## src/rtl/ksa32_issue_stage_pkg.sv

```systemverilog
// Shared types for the KSA32 issue stage: word width, FSM states, result record.
package ksa_pkg;

  localparam int unsigned WORD_W = 32;

  typedef enum logic {
    IDLE,
    SETTLE
  } ksa_state_e;

  typedef struct packed {
    logic [WORD_W-1:0] sum;
    logic              cout;
    logic              ovf;
  } ksa_result_t;

endpackage

```

## src/rtl/ksa32_issue_stage_if.sv

```systemverilog
// Operand and result valid/ready streams of the KSA32 issue stage.
interface ksa32_issue_stage_if;
  import ksa_pkg::*;

  logic              in_valid;
  logic              in_ready;
  logic [WORD_W-1:0] in_a;
  logic [WORD_W-1:0] in_b;
  logic              out_valid;
  logic              out_ready;
  logic [WORD_W-1:0] out_sum;
  logic              out_cout;
  logic              out_ovf;

  modport master (
    output in_valid, in_a, in_b, out_ready,
    input  in_ready, out_valid, out_sum, out_cout, out_ovf
  );

  modport slave (
    input  in_valid, in_a, in_b, out_ready,
    output in_ready, out_valid, out_sum, out_cout, out_ovf
  );

endinterface

```

## src/rtl/ksa32_issue_stage_fifo.sv

```systemverilog
// Small synchronous result FIFO with occupancy output; head reads as zero when empty.
module ksa_result_fifo
  import ksa_pkg::*;
#(
  parameter int unsigned DEPTH = 2,
  localparam int unsigned CNT_W = $clog2(DEPTH + 1),
  localparam int unsigned PTR_W = (DEPTH > 1) ? $clog2(DEPTH) : 1
) (
  input  logic              clk,
  input  logic              rst_n,
  input  logic              push_i,
  input  ksa_result_t       data_i,
  input  logic              pop_i,
  output ksa_result_t       head_o,
  output logic [CNT_W-1:0]  count_o
);

  ksa_result_t       mem [DEPTH];
  logic [PTR_W-1:0]  wr_ptr_q, wr_ptr_d;
  logic [PTR_W-1:0]  rd_ptr_q, rd_ptr_d;
  logic [CNT_W-1:0]  count_q, count_d;
  logic              push_ok, pop_ok, full, empty;

  function automatic logic [PTR_W-1:0] ptr_inc(input logic [PTR_W-1:0] p);
    return (p == PTR_W'(DEPTH - 1)) ? '0 : p + 1'b1;
  endfunction

  assign empty   = (count_q == '0);
  assign full    = (count_q == CNT_W'(DEPTH));
  assign pop_ok  = pop_i && !empty;
  // A full FIFO still accepts a push when the head leaves in the same cycle.
  assign push_ok = push_i && (!full || pop_ok);

  always_comb begin
    wr_ptr_d = wr_ptr_q;
    rd_ptr_d = rd_ptr_q;
    count_d  = count_q;
    if (push_ok) wr_ptr_d = ptr_inc(wr_ptr_q);
    if (pop_ok)  rd_ptr_d = ptr_inc(rd_ptr_q);
    case ({push_ok, pop_ok})
      2'b10:   count_d = count_q + 1'b1;
      2'b01:   count_d = count_q - 1'b1;
      default: count_d = count_q;
    endcase
  end

  always_ff @(posedge clk) begin
    if (!rst_n) begin
      wr_ptr_q <= '0;
      rd_ptr_q <= '0;
      count_q  <= '0;
    end else begin
      wr_ptr_q <= wr_ptr_d;
      rd_ptr_q <= rd_ptr_d;
      count_q  <= count_d;
    end
  end

  always_ff @(posedge clk) begin
    if (push_ok) mem[wr_ptr_q] <= data_i;
  end

  assign head_o  = empty ? '0 : mem[rd_ptr_q];
  assign count_o = count_q;

endmodule

```

## src/rtl/ksa32_issue_stage.sv

```systemverilog
// Issue/capture wrapper that runs the external KSA32 adder as a multicycle path.
// Define KSA_ISSUE_STATS_EN to add op_count/ovf_count statistics outputs.
module ksa32_issue_stage
  import ksa_pkg::*;
#(
  parameter int unsigned SETTLE_CYCLES = 2,
  parameter int unsigned OBUF_DEPTH    = 2
) (
  input  logic              clk,
  input  logic              rst_n,
  ksa32_issue_stage_if.slave bus,
  output logic [WORD_W-1:0] adder_a,
  output logic [WORD_W-1:0] adder_b,
  input  logic [WORD_W-1:0] adder_sum,
  input  logic              adder_cout,
  input  logic              adder_ovf,
  output logic              busy
`ifdef KSA_ISSUE_STATS_EN
  ,
  output logic [31:0]       op_count,
  output logic [15:0]       ovf_count
`endif
);

  localparam int unsigned CNT_W = $clog2(OBUF_DEPTH + 1);

  ksa_state_e        state_q, state_d;
  logic [3:0]        cnt_q, cnt_d;
  logic [WORD_W-1:0] a_q, a_d;
  logic [WORD_W-1:0] b_q, b_d;
  logic              push;
  logic              pop;
  logic [CNT_W-1:0]  fifo_count;
  ksa_result_t       push_data;
  ksa_result_t       head;

  // Keeping a slot free while an op is in flight means a capture never finds the FIFO full.
  assign bus.in_ready = (state_q == IDLE) && (fifo_count < CNT_W'(OBUF_DEPTH));

  always_comb begin
    state_d = state_q;
    cnt_d   = cnt_q;
    a_d     = a_q;
    b_d     = b_q;
    push    = 1'b0;
    case (state_q)
      IDLE: begin
        if (bus.in_valid && bus.in_ready) begin
          state_d = SETTLE;
          a_d     = bus.in_a;
          b_d     = bus.in_b;
          cnt_d   = 4'(SETTLE_CYCLES - 1);
        end
      end
      SETTLE: begin
        if (cnt_q != '0) begin
          cnt_d = cnt_q - 1'b1;
        end else begin
          push    = 1'b1;
          state_d = IDLE;
        end
      end
      default: state_d = IDLE;
    endcase
  end

  always_ff @(posedge clk) begin
    if (!rst_n) begin
      state_q <= IDLE;
      cnt_q   <= '0;
      a_q     <= '0;
      b_q     <= '0;
    end else begin
      state_q <= state_d;
      cnt_q   <= cnt_d;
      a_q     <= a_d;
      b_q     <= b_d;
    end
  end

  assign push_data = '{sum: adder_sum, cout: adder_cout, ovf: adder_ovf};
  assign pop       = bus.out_valid && bus.out_ready;

  ksa_result_fifo #(
    .DEPTH (OBUF_DEPTH)
  ) u_fifo (
    .clk     (clk),
    .rst_n   (rst_n),
    .push_i  (push),
    .data_i  (push_data),
    .pop_i   (pop),
    .head_o  (head),
    .count_o (fifo_count)
  );

  assign bus.out_valid = (fifo_count != '0);
  assign bus.out_sum   = head.sum;
  assign bus.out_cout  = head.cout;
  assign bus.out_ovf   = head.ovf;

  assign adder_a = a_q;
  assign adder_b = b_q;
  assign busy    = (state_q != IDLE);

`ifdef KSA_ISSUE_STATS_EN
  logic [31:0] op_count_q;
  logic [15:0] ovf_count_q;

  always_ff @(posedge clk) begin
    if (!rst_n) begin
      op_count_q  <= '0;
      ovf_count_q <= '0;
    end else if (push) begin
      op_count_q <= op_count_q + 1'b1;
      if (adder_ovf && (ovf_count_q != '1)) ovf_count_q <= ovf_count_q + 1'b1;
    end
  end

  assign op_count  = op_count_q;
  assign ovf_count = ovf_count_q;
`endif

endmodule

```

## src/flat_wrapper.sv

```systemverilog
// flat-port wrapper written by rule: the top's interface ports become plain ports
module ksa32_issue_stage_flat import ksa_pkg::*;
#(
  parameter int unsigned SETTLE_CYCLES = 2,
  parameter int unsigned OBUF_DEPTH    = 2
)
  (clk, rst_n, adder_a, adder_b, adder_sum, adder_cout, adder_ovf, busy, bus_in_valid, bus_in_a, bus_in_b, bus_out_ready, bus_in_ready, bus_out_valid, bus_out_sum, bus_out_cout, bus_out_ovf);
  ksa32_issue_stage_if bus_i ();
  input  logic clk;
  input  logic rst_n;
  output logic [WORD_W-1:0] adder_a;
  output logic [WORD_W-1:0] adder_b;
  input  logic [WORD_W-1:0] adder_sum;
  input  logic adder_cout;
  input  logic adder_ovf;
  output logic busy;
  input wire logic [$bits(bus_i.in_valid)-1:0] bus_in_valid;
  input wire logic [$bits(bus_i.in_a)-1:0] bus_in_a;
  input wire logic [$bits(bus_i.in_b)-1:0] bus_in_b;
  input wire logic [$bits(bus_i.out_ready)-1:0] bus_out_ready;
  output wire logic [$bits(bus_i.in_ready)-1:0] bus_in_ready;
  output wire logic [$bits(bus_i.out_valid)-1:0] bus_out_valid;
  output wire logic [$bits(bus_i.out_sum)-1:0] bus_out_sum;
  output wire logic [$bits(bus_i.out_cout)-1:0] bus_out_cout;
  output wire logic [$bits(bus_i.out_ovf)-1:0] bus_out_ovf;
  assign bus_i.in_valid = bus_in_valid;
  assign bus_i.in_a = bus_in_a;
  assign bus_i.in_b = bus_in_b;
  assign bus_i.out_ready = bus_out_ready;
  assign bus_in_ready = bus_i.in_ready;
  assign bus_out_valid = bus_i.out_valid;
  assign bus_out_sum = bus_i.out_sum;
  assign bus_out_cout = bus_i.out_cout;
  assign bus_out_ovf = bus_i.out_ovf;
  ksa32_issue_stage #(.SETTLE_CYCLES(SETTLE_CYCLES), .OBUF_DEPTH(OBUF_DEPTH)) u_core (.clk(clk), .rst_n(rst_n), .bus(bus_i), .adder_a(adder_a), .adder_b(adder_b), .adder_sum(adder_sum), .adder_cout(adder_cout), .adder_ovf(adder_ovf), .busy(busy));
endmodule
```

## config.mk

```make
export PLATFORM = sky130hd
export DESIGN_NAME = ksa32_issue_stage_flat
export DESIGN_NICKNAME = d
export VERILOG_FILES = /design/src/rtl/ksa32_issue_stage_pkg.sv /design/src/rtl/ksa32_issue_stage_if.sv /design/src/rtl/ksa32_issue_stage_fifo.sv /design/src/rtl/ksa32_issue_stage.sv /design/src/flat_wrapper.sv
export SDC_FILE = /design/constraint.sdc
export NUM_CORES = 1
export LEC_CHECK = 0
export BUFFER_PORTS_ARGS = -buffer_cell sky130_fd_sc_hd__buf_2
export CORE_ASPECT_RATIO = 1.75
export CORE_MARGIN = 4
export CORE_UTILIZATION = 44
export DETAILED_ROUTE_END_ITERATION = 10
export GPL_TIMING_DRIVEN = 0
export PLACE_DENSITY = 0.77
export SLEW_MARGIN = 25
export SYNTH_ARGS = -nofsm -noshare
export SYNTH_HDL_FRONTEND = slang
export SYNTH_SLANG_ARGS = --single-unit
```

## constraint.sdc

```tcl
create_clock -name clk -period 3.2 [get_ports clk]
set_clock_uncertainty 0.2 [all_clocks]
set_input_delay 0.32 -clock clk [delete_from_list [all_inputs] [get_ports clk]]
set_output_delay 0.32 -clock clk [all_outputs]
set_load 0.01 [all_outputs]
```

After elaboration in Yosys (flattened, before gate mapping)
Memory sizes are Yosys's and may differ from the RTL's. A register that Yosys moved wholly into a read port is not among the register bits. Cells that the tools add are included.

Register bits after elaboration: 73. Bits in writable memories: 68. Input port bits: 102. Output and inout bits: 101. Word-level logic and storage cells: 50. Memories kept: 1.

Add/sub/neg operators: 5. Order comparisons: 1. Equal/unequal tests: 5. Muxes and demuxes: 16. Bitwise operators: 1. Reductions and logical operators: 14.

Memories: u_core.u_fifo.mem (words 2, bits a word 34, rd ports 1, clocked after memory_dff 1, wr ports 1, line ksa32_issue_stage_fifo.sv:18) `ksa_result_t mem [DEPTH];`.

Operators with widths (count): $mux W34 (1); $mux W1 (10); $mux W4 (2); $pmux W4 S2 (1); $logic_and A1 B1 Y1 (5); $eq A2 B2 Y1 const B (2); $ne A2 B2 Y1 const B (2); $pmux W2 S2 (1); $reduce_and A2 Y1 (2); $reduce_bool A2 Y1 (2); $reduce_bool A4 Y1 (1); $sub A4 B1 Y4 const B (1); $add A1 B1 Y1 const B (2); $add A2 B1 Y2 const B (1); $eq A2 B1 Y1 const B (1); $logic_not A1 Y1 (2); $logic_not A2 Y1 (1); $lt A2 B2 Y1 const B (1); $pmux W1 S2 (1); $sub A2 B1 Y2 const B (1); $logic_or A1 B1 Y1 (1); $not A1 Y1 (1).

Longest topological paths before layout
Gate-level depths: netlist of the first run.

Depth after elaboration: 7. Depth in mapped cells: 7. Mapped depth without buffers: 5.

By module
From an unflattened synthesis of the first run, not the netlist that was laid out.

Cell total of the unflattened synthesis: 478. Area, all modules: 5449.0 um^2.

Modules (own cells, without submodules): ksa_result_fifo (instances 1, cells each 169, area each 2812.7 um^2, sequential area each 2142.1 um^2); ksa32_issue_stage (instances 1, cells each 309, area each 2636.3 um^2, sequential area each 1381.3 um^2).

Worst setup path after synthesis of the first run
OpenSTA, ideal clock, no wires.

Path type: reg2reg. Start: register u_core.cnt_q[0]. End: memory u_core.u_fifo.mem[0][0] in the netlist's numbering (enable). Setup time: 425 ps. Arrival: 2399 ps. Data required time: 2575 ps. Setup slack: 176 ps. Cell stages (with the launch flop): 6. Path buffers: 0. Clock period less this slack: 3024 ps. Cell sequence: dfxtp_1 > inv_1 > ha_1 > and4bb_2 > o31ai_1 > nor2_1.

Word-level cells in the longest chain between the ends: 6.

RTL lines: start: declaration (line ksa32_issue_stage.sv:28) `logic [3:0] cnt_q, cnt_d;`; start signal: assignment (line ksa32_issue_stage.sv:75) `cnt_q <= cnt_d;`; $reduce_bool A4 Y1 (line ksa32_issue_stage.sv:56) `if (cnt_q != '0) begin`; $mux W1 (line ksa32_issue_stage.sv:56); $mux W1 (line ksa32_issue_stage.sv:46) `case (state_q)`; $logic_and A1 B1 Y1 (line ksa32_issue_stage_fifo.sv:32) `assign push_ok = push_i && (!full || pop_ok);`; $mux W1 (line ksa32_issue_stage_fifo.sv:60) `if (push_ok) mem[wr_ptr_q] <= data_i;`; $mux W1 (not written as such) (line ksa32_issue_stage_fifo.sv:60); end: declaration (line ksa32_issue_stage_fifo.sv:18).

No other way between the ends.

Worst setup path in the final report of the first run
Start: register u_core.u_fifo.count_q[0] (netlist: u_core.u_fifo.count_o[0]). End: output port bus_out_ovf.

Word-level cells in the longest chain between the ends: 2.

RTL lines: start: declaration (line ksa32_issue_stage_fifo.sv:21) `logic [CNT_W-1:0] count_q, count_d;`; start signal: assignment (line ksa32_issue_stage_fifo.sv:55) `count_q <= count_d;`; $logic_not A2 Y1 (line ksa32_issue_stage_fifo.sv:28) `assign empty = (count_q == '0);`; $mux W34 (line ksa32_issue_stage_fifo.sv:63) `assign head_o = empty ? '0 : mem[rd_ptr_q];`; end: declaration (line flat_wrapper.sv:25) `output wire logic [$bits(bus_i.out_ovf)-1:0] bus_out_ovf;`.

No other way between the ends.

==> results of run 1 <==
## synth_stat cells (all sizes together) (2+ instances only)
| cell | count | area [um2] |
|---|---|---|
| a21oi | 68 | 340 |
| buf | 21 | 130 |
| clkbuf | 11 | 41.3 |
| dfxtp | 74 | 1480 |
| edfxtp | 68 | 2040 |
| inv | 5 | 18.8 |
| mux2i | 37 | 370 |
| nand2 | 134 | 503 |
| nand3 | 2 | 10.0 |
| nand4b | 2 | 17.5 |
| nor2 | 42 | 158 |
| o21ai | 2 | 10.0 |
| or3b | 2 | 17.5 |
## cell families after synthesis
group           synth area share
mux                       0.0704
buf+inv                   0.0369
compound gates            0.0747
xor+xnor                 0.00333
flops                      0.670
fa+ha+maj                0.00238
simple gates               0.143
## layer usage
layer	up-vias	wire length, um	track usage
li1	2286	-	-
met2	246	8130	0.403
met5	-	0	0
met3	53	1140	0.0746
met4	0	589	0.115
met1	2218	5360	0.224
## report_power, final
part	switching (uW)	total, uW	internal [uW]
clock network	763	1920	1160
registers	40.8	2040	2000
logic	319	604	285
total	1120	4570	3450
## worst max-delay path by stage
stage          cells after the start                      from                  endpoint  slack (ns)
4_1_cts                            5  u_core.u_fifo.count_o[0]           bus_out_sum[24]        0.65
6_report                           5  u_core.u_fifo.count_o[0]               bus_out_ovf        0.63
2_1_floorplan                      5           u_core.cnt_q[0]   u_core.u_fifo.mem[0][0]        0.18
3_5_place_dp                       6           u_core.cnt_q[0]   u_core.u_fifo.mem[1][1]        0.88
3_3_place_gp                       5           u_core.cnt_q[0]  u_core.u_fifo.mem[1][28]       -0.52
5_1_grt                            5  u_core.u_fifo.count_o[0]            bus_out_sum[8]        0.45
## registers in the layout (all words and copies together) (netlist names), named ones only
signal,count
u_core.u_fifo.rd_ptr_q,1
u_core.cnt_q,4
u_core.u_fifo.wr_ptr_q,1
u_core.adder_b,32
u_core.adder_a,32
u_core.u_fifo.mem,68
u_core.busy,1
u_core.u_fifo.count_o,2
## critical path: cells and delay by family (launching register included)
family                 cells  cell delay, ns
buffers and inverters      3            0.76
DFF                        1            0.30
and+or+nand+nor            2            0.59
## stage by stage
stage | TNS [ns] | cell area [um2]
finish | 0 | 8080
global route | 0 | 8080
CTS | 0 | 8080
detailed placement | 0 | 6510
global placement | -35.39 | 6440
floorplan | 0 | 5260
## final cells by class
cell class / instances / area, um2
buffer: 32 / 171
clock buffer: 18 / 429
clock inverter: 14 / 160
fill: 808 / 3560
inverter: 6 / 22.5
multi-input combinational: 302 / 1560
sequential: 142 / 3520
tap: 135 / 169
timing repair buffer: 302 / 2050
==> results.cfg, run 1 <==
[grt]
antenna_found_initial = 0
grt_pass1_vias = 5216
grt_pass1_wl_mm = 24.9
grt_max_degree = 21
grt-ovfl-total = 0
grt_usage = 0.223

[clock_network]
cts_tree = done
post_cts_buffers = 0
hold_buffers = 98
clk_latency_ns = 0.40
clkTransAtPathRegs_ns = 0.06
cts_root_buf = clkbuf_16
clock_sinks = 142
cts_buffer_depth = 2
h-tree-depth = 4
cts_resized = 0
numCtsBuffers = 17

[timing]
whs_ns = 0.0373
setup_ws_ns = 0.629
min_period_ns = 2.57
fmax_mhz = 389
final-hold-violation-count = 0
tightest_slew_ns = 0.842
relSlewSlack = 0.434
rsz0062_at_grt = no
setup_viol = 0
timing.final.crit_share = 0.803
maxSlewViolCount = 0

[route]
via_per_inst = 5.05
routedWlPerCell_um = 16.0
detail_route.iter0.violations = 178
drt-pass1-iter-count = 5
ant_nets = 0
num_vias = 4803
routed_wl_mm = 15.2
drcViolationCount = 0

[placed_design]
dp.cells = 821
io_buffers = 202
dpl.hpwl_mm = 9.55
place_ws_ns = 0.882
gp_congestion = 0.795

[min_path]
hold_path_class = input pin to register
hold_end = u_core.u_fifo.count_o[1]
holdPathStages = 2
hold_start = rst_n

[power]
powerDensity_mw_per_mm2 = 566
peakVddDrop_mv = 0.389
power.total_uw = 4570
leakagePower_uw = 0.00348

[finish]
nNetsFinal = 906
layout_common_cells = buf_2 (219), nand2_1 (134), dlygate4sd3_1 (98)
final_cells = 951
final_util = 0.694
diodes = 0
final_common_cell = buf_2
area_growth_pct = 53.6
drive_gt1_frac = 0.319

[logic_synthesis]
synth-edff-count = 68
synthCells = 482
synth_area_mm2 = 0.00526
yosysUniqueCellTypes = 29
synth-seq-cells = 142
ys_async_sr_fraction = 0
avgSynthCellArea_um2 = 10.9
synth_warnings = 0
ys.flop_type = dfxtp_1
synth.net_count = 585
synth_seq_area_share = 0.670

[critical_path]
endpoint_kind = output pin
startpoint_type = register
r2r-start = u_core.cnt_q[0]
r2r_cells = 6
cp.required_ns = 2.68
crit_type = register to output pin
critPathMaxStageDelay_ns = 0.47
cp_slowest_cell = nor2_1
arrival_ns = 2.05
reg2reg_slack_ns = 0.88
r2r-end = u_core.u_fifo.mem[0][14]
crit_fanout = 10
crit_path_cell_trace = clkbuf_1 -> nor2_1 -> clkbuf_1 -> nor2_1 -> buf_2

[floorplan]
dieArea_mm2 = 0.0138
die_y_um = 153
core_area_mm2 = 0.0116
die_w_um = 90.7
rows = 52
ios = 203
initial_core_util = 0.452

[run]
maxCapViolCount = 0

[outcome]
status = finished, final reports clean
Note: power is estimated with default switching activity, not from simulation.
==> run 2, diff against run 1 <==
==> constraint.sdc (replaced) <==
create_clock -name clk -period 2.3 [get_ports clk]
set_clock_uncertainty 0.2 [all_clocks]
set_input_delay 0.23 -clock clk [delete_from_list [all_inputs] [get_ports clk]]
set_output_delay 0.23 -clock clk [all_outputs]
set_load 0.01 [all_outputs]
==> run 2 against run 1 <==
Effect of this change:
- final cell count rose by 0.53%
- sequential share of layout area fell by 0.53 points
- die area unchanged
- via count grew 0.10%
- critical path depth did not move
- worst hold slack improved by 0.18 ns
- cell area grew 1.2%
- total power is 44% higher
- core utilization is 0.85 points higher
- non-clock buffer count increased by 5
==> results.cfg, run 2 (synthesis results as in run 1) <==
[clock_network]
clkTransAtPathRegs_ns = 0.06
cts_root_buf = clkbuf_16
numCtsBuffers = 17
cts_tree = done
cts_buffer_depth = 2
clock_sinks = 142
clk_latency_ns = 0.40
h-tree-depth = 4

[finish]
nNetsFinal = 911
largest_reg_flops = 68
drive_gt1_frac = 0.325
final_common_cell = buf_2
diodes = 0
final_cells = 956
regMostFlops = u_core.u_fifo.mem
final_design_area_no_fill_mm2 = 0.00818
area_growth_pct = 55.5
layout_common_cells = buf_2 (219), nand2_1 (134), dlygate4sd3_1 (100)

[timing]
rsz0062_at_grt = no
relSlewSlack = 0.427
tns_ns = 0
tightest_slew_ns = 0.851
min_period_ns = 2.15
setup_ws_ns = 0.151
final-hold-violation-count = 0
timing.final.crit_share = 0.934
setup_viol = 0
fmax_mhz = 465
maxSlewViolCount = 0

[floorplan]
ios = 203
initial_core_util = 0.452
die_w_um = 90.7
die_y_um = 153
rows = 52
dieArea_mm2 = 0.0138
core_area_mm2 = 0.0116

[critical_path]
critPathMaxStageDelay_ns = 0.34
cp_slowest_cell = buf_2
cp.required_ns = 1.87
crit_type = register to output pin
arrival_ns = 1.72
cp_common_cell = buf_2
crit_fanout = 10
endpoint_kind = output pin
cp_top_family = buffers and inverters
startpoint_type = register
crit_path_cell_trace = buf_2 -> buf_2 -> mux2i_1 -> nor2_1 -> buf_2
cp_num_buf_inv = 3

[route]
drcViolationCount = 0
detail_route.iter0.violations = 175
ant_nets = 0
drt-pass1-iter-count = 5
via_per_inst = 5.03
routed_wl_mm = 15.4
num_vias = 4808
routedWlPerCell_um = 16.1

[power]
powerDensity_mw_per_mm2 = 807
power.total_uw = 6600
leakagePower_uw = 0.00354
peakVddDrop_mv = 0.502

[placed_design]
dpl.hpwl_mm = 9.31
gp_congestion = 0.746
io_buffers = 202
place_area_mm2 = 0.00651
dp.cells = 821
place_ws_ns = 0.0302

[grt]
grt_pass1_wl_mm = 24.8
grt_usage = 0.224
grt_pass1_vias = 5171
grt_max_degree = 26
antenna_found_initial = 0
grt-ovfl-total = 0

[outcome]
status = finished, final reports clean

[run]
maxCapViolCount = 0

[min_path]
hold_path_class = input pin to register
==> run 2: cell types whose count changed in the layout (fill, tap and decap cells not counted), moves of 2 or more <==
cell           previous run  this run
clkbuf_1                 12         9
clkbuf_2                  0         3
bufinv_16                 2         4
buf_4                     0         3
dlygate4sd3_1            98       100
==> run 2: worst paths after layout <==
path         cells past startpoint                        to         startpoint  slack, ns
min reg2reg                      2         u_core.adder_a[9]  u_core.adder_a[9]       0.25
min                              5         u_core.adder_a[0]       bus_in_valid       0.22
max reg2reg                      6  u_core.u_fifo.mem[0][15]    u_core.cnt_q[0]       0.22
max                              5            bus_out_sum[0]           register       0.15
==> run 2: worst reg2reg max path: stages (launching register included) <==
cell	delay, ns
dfxtp_1	0.33
inv_1	0.08
ha_1	0.25
and4bb_2	0.28
o31ai_1	0.19
nor2_4	0.23
buf_4	0.22
==> run 2: final cells by class <==
type	instances	area (um2)
buffer	32	175
clock buffer	18	429
clock inverter	14	205
fill	797	3460
inverter	6	22.5
multi-input combinational	302	1570
sequential	142	3520
tap	135	169
timing repair buffer	307	2090
==> run 2: metrics by stage <==
| step | util | hold slack (ns) |
|---|---|---|
| CTS | 0.700 | 0.201 |
| global placement | 0.554 | 0.219 |
| global route | 0.703 | 0.228 |
| detailed placement | 0.559 | 0.221 |
| finish | 0.703 | 0.222 |
| floorplan | - | 0.129 |
==> run 2: routing by layer <==
| layer | up-vias | GRT usage | wire length, um |
|---|---|---|---|
| met4 | 0 | 0.133 | 687 |
| li1 | 2290 | - | - |
| met5 | - | 0 | 0 |
| met2 | 225 | 0.413 | 8400 |
| met1 | 2231 | 0.215 | 5280 |
| met3 | 62 | 0.0667 | 1040 |
==> run 2: timing repair <==
| item | in CTS | in global routing |
|---|---|---|
| hold endpoints to repair | 138 | 0 |
| hold buffers | 100 | 0 |
| endpoints found under the setup margin | 30 | 78 |
| resized for setup | 4 | 1 |
| buffers inserted | 0 | 3 |
| pin swaps | 0 | 2 |
==> run 2: report_power, final <==
group | total (uW) | internal [uW] | switching [uW]
clock | 2900 | 1840 | 1070
combinational | 852 | 406 | 446
sequential | 2840 | 2790 | 56.2
total | 6600 | 5030 | 1570
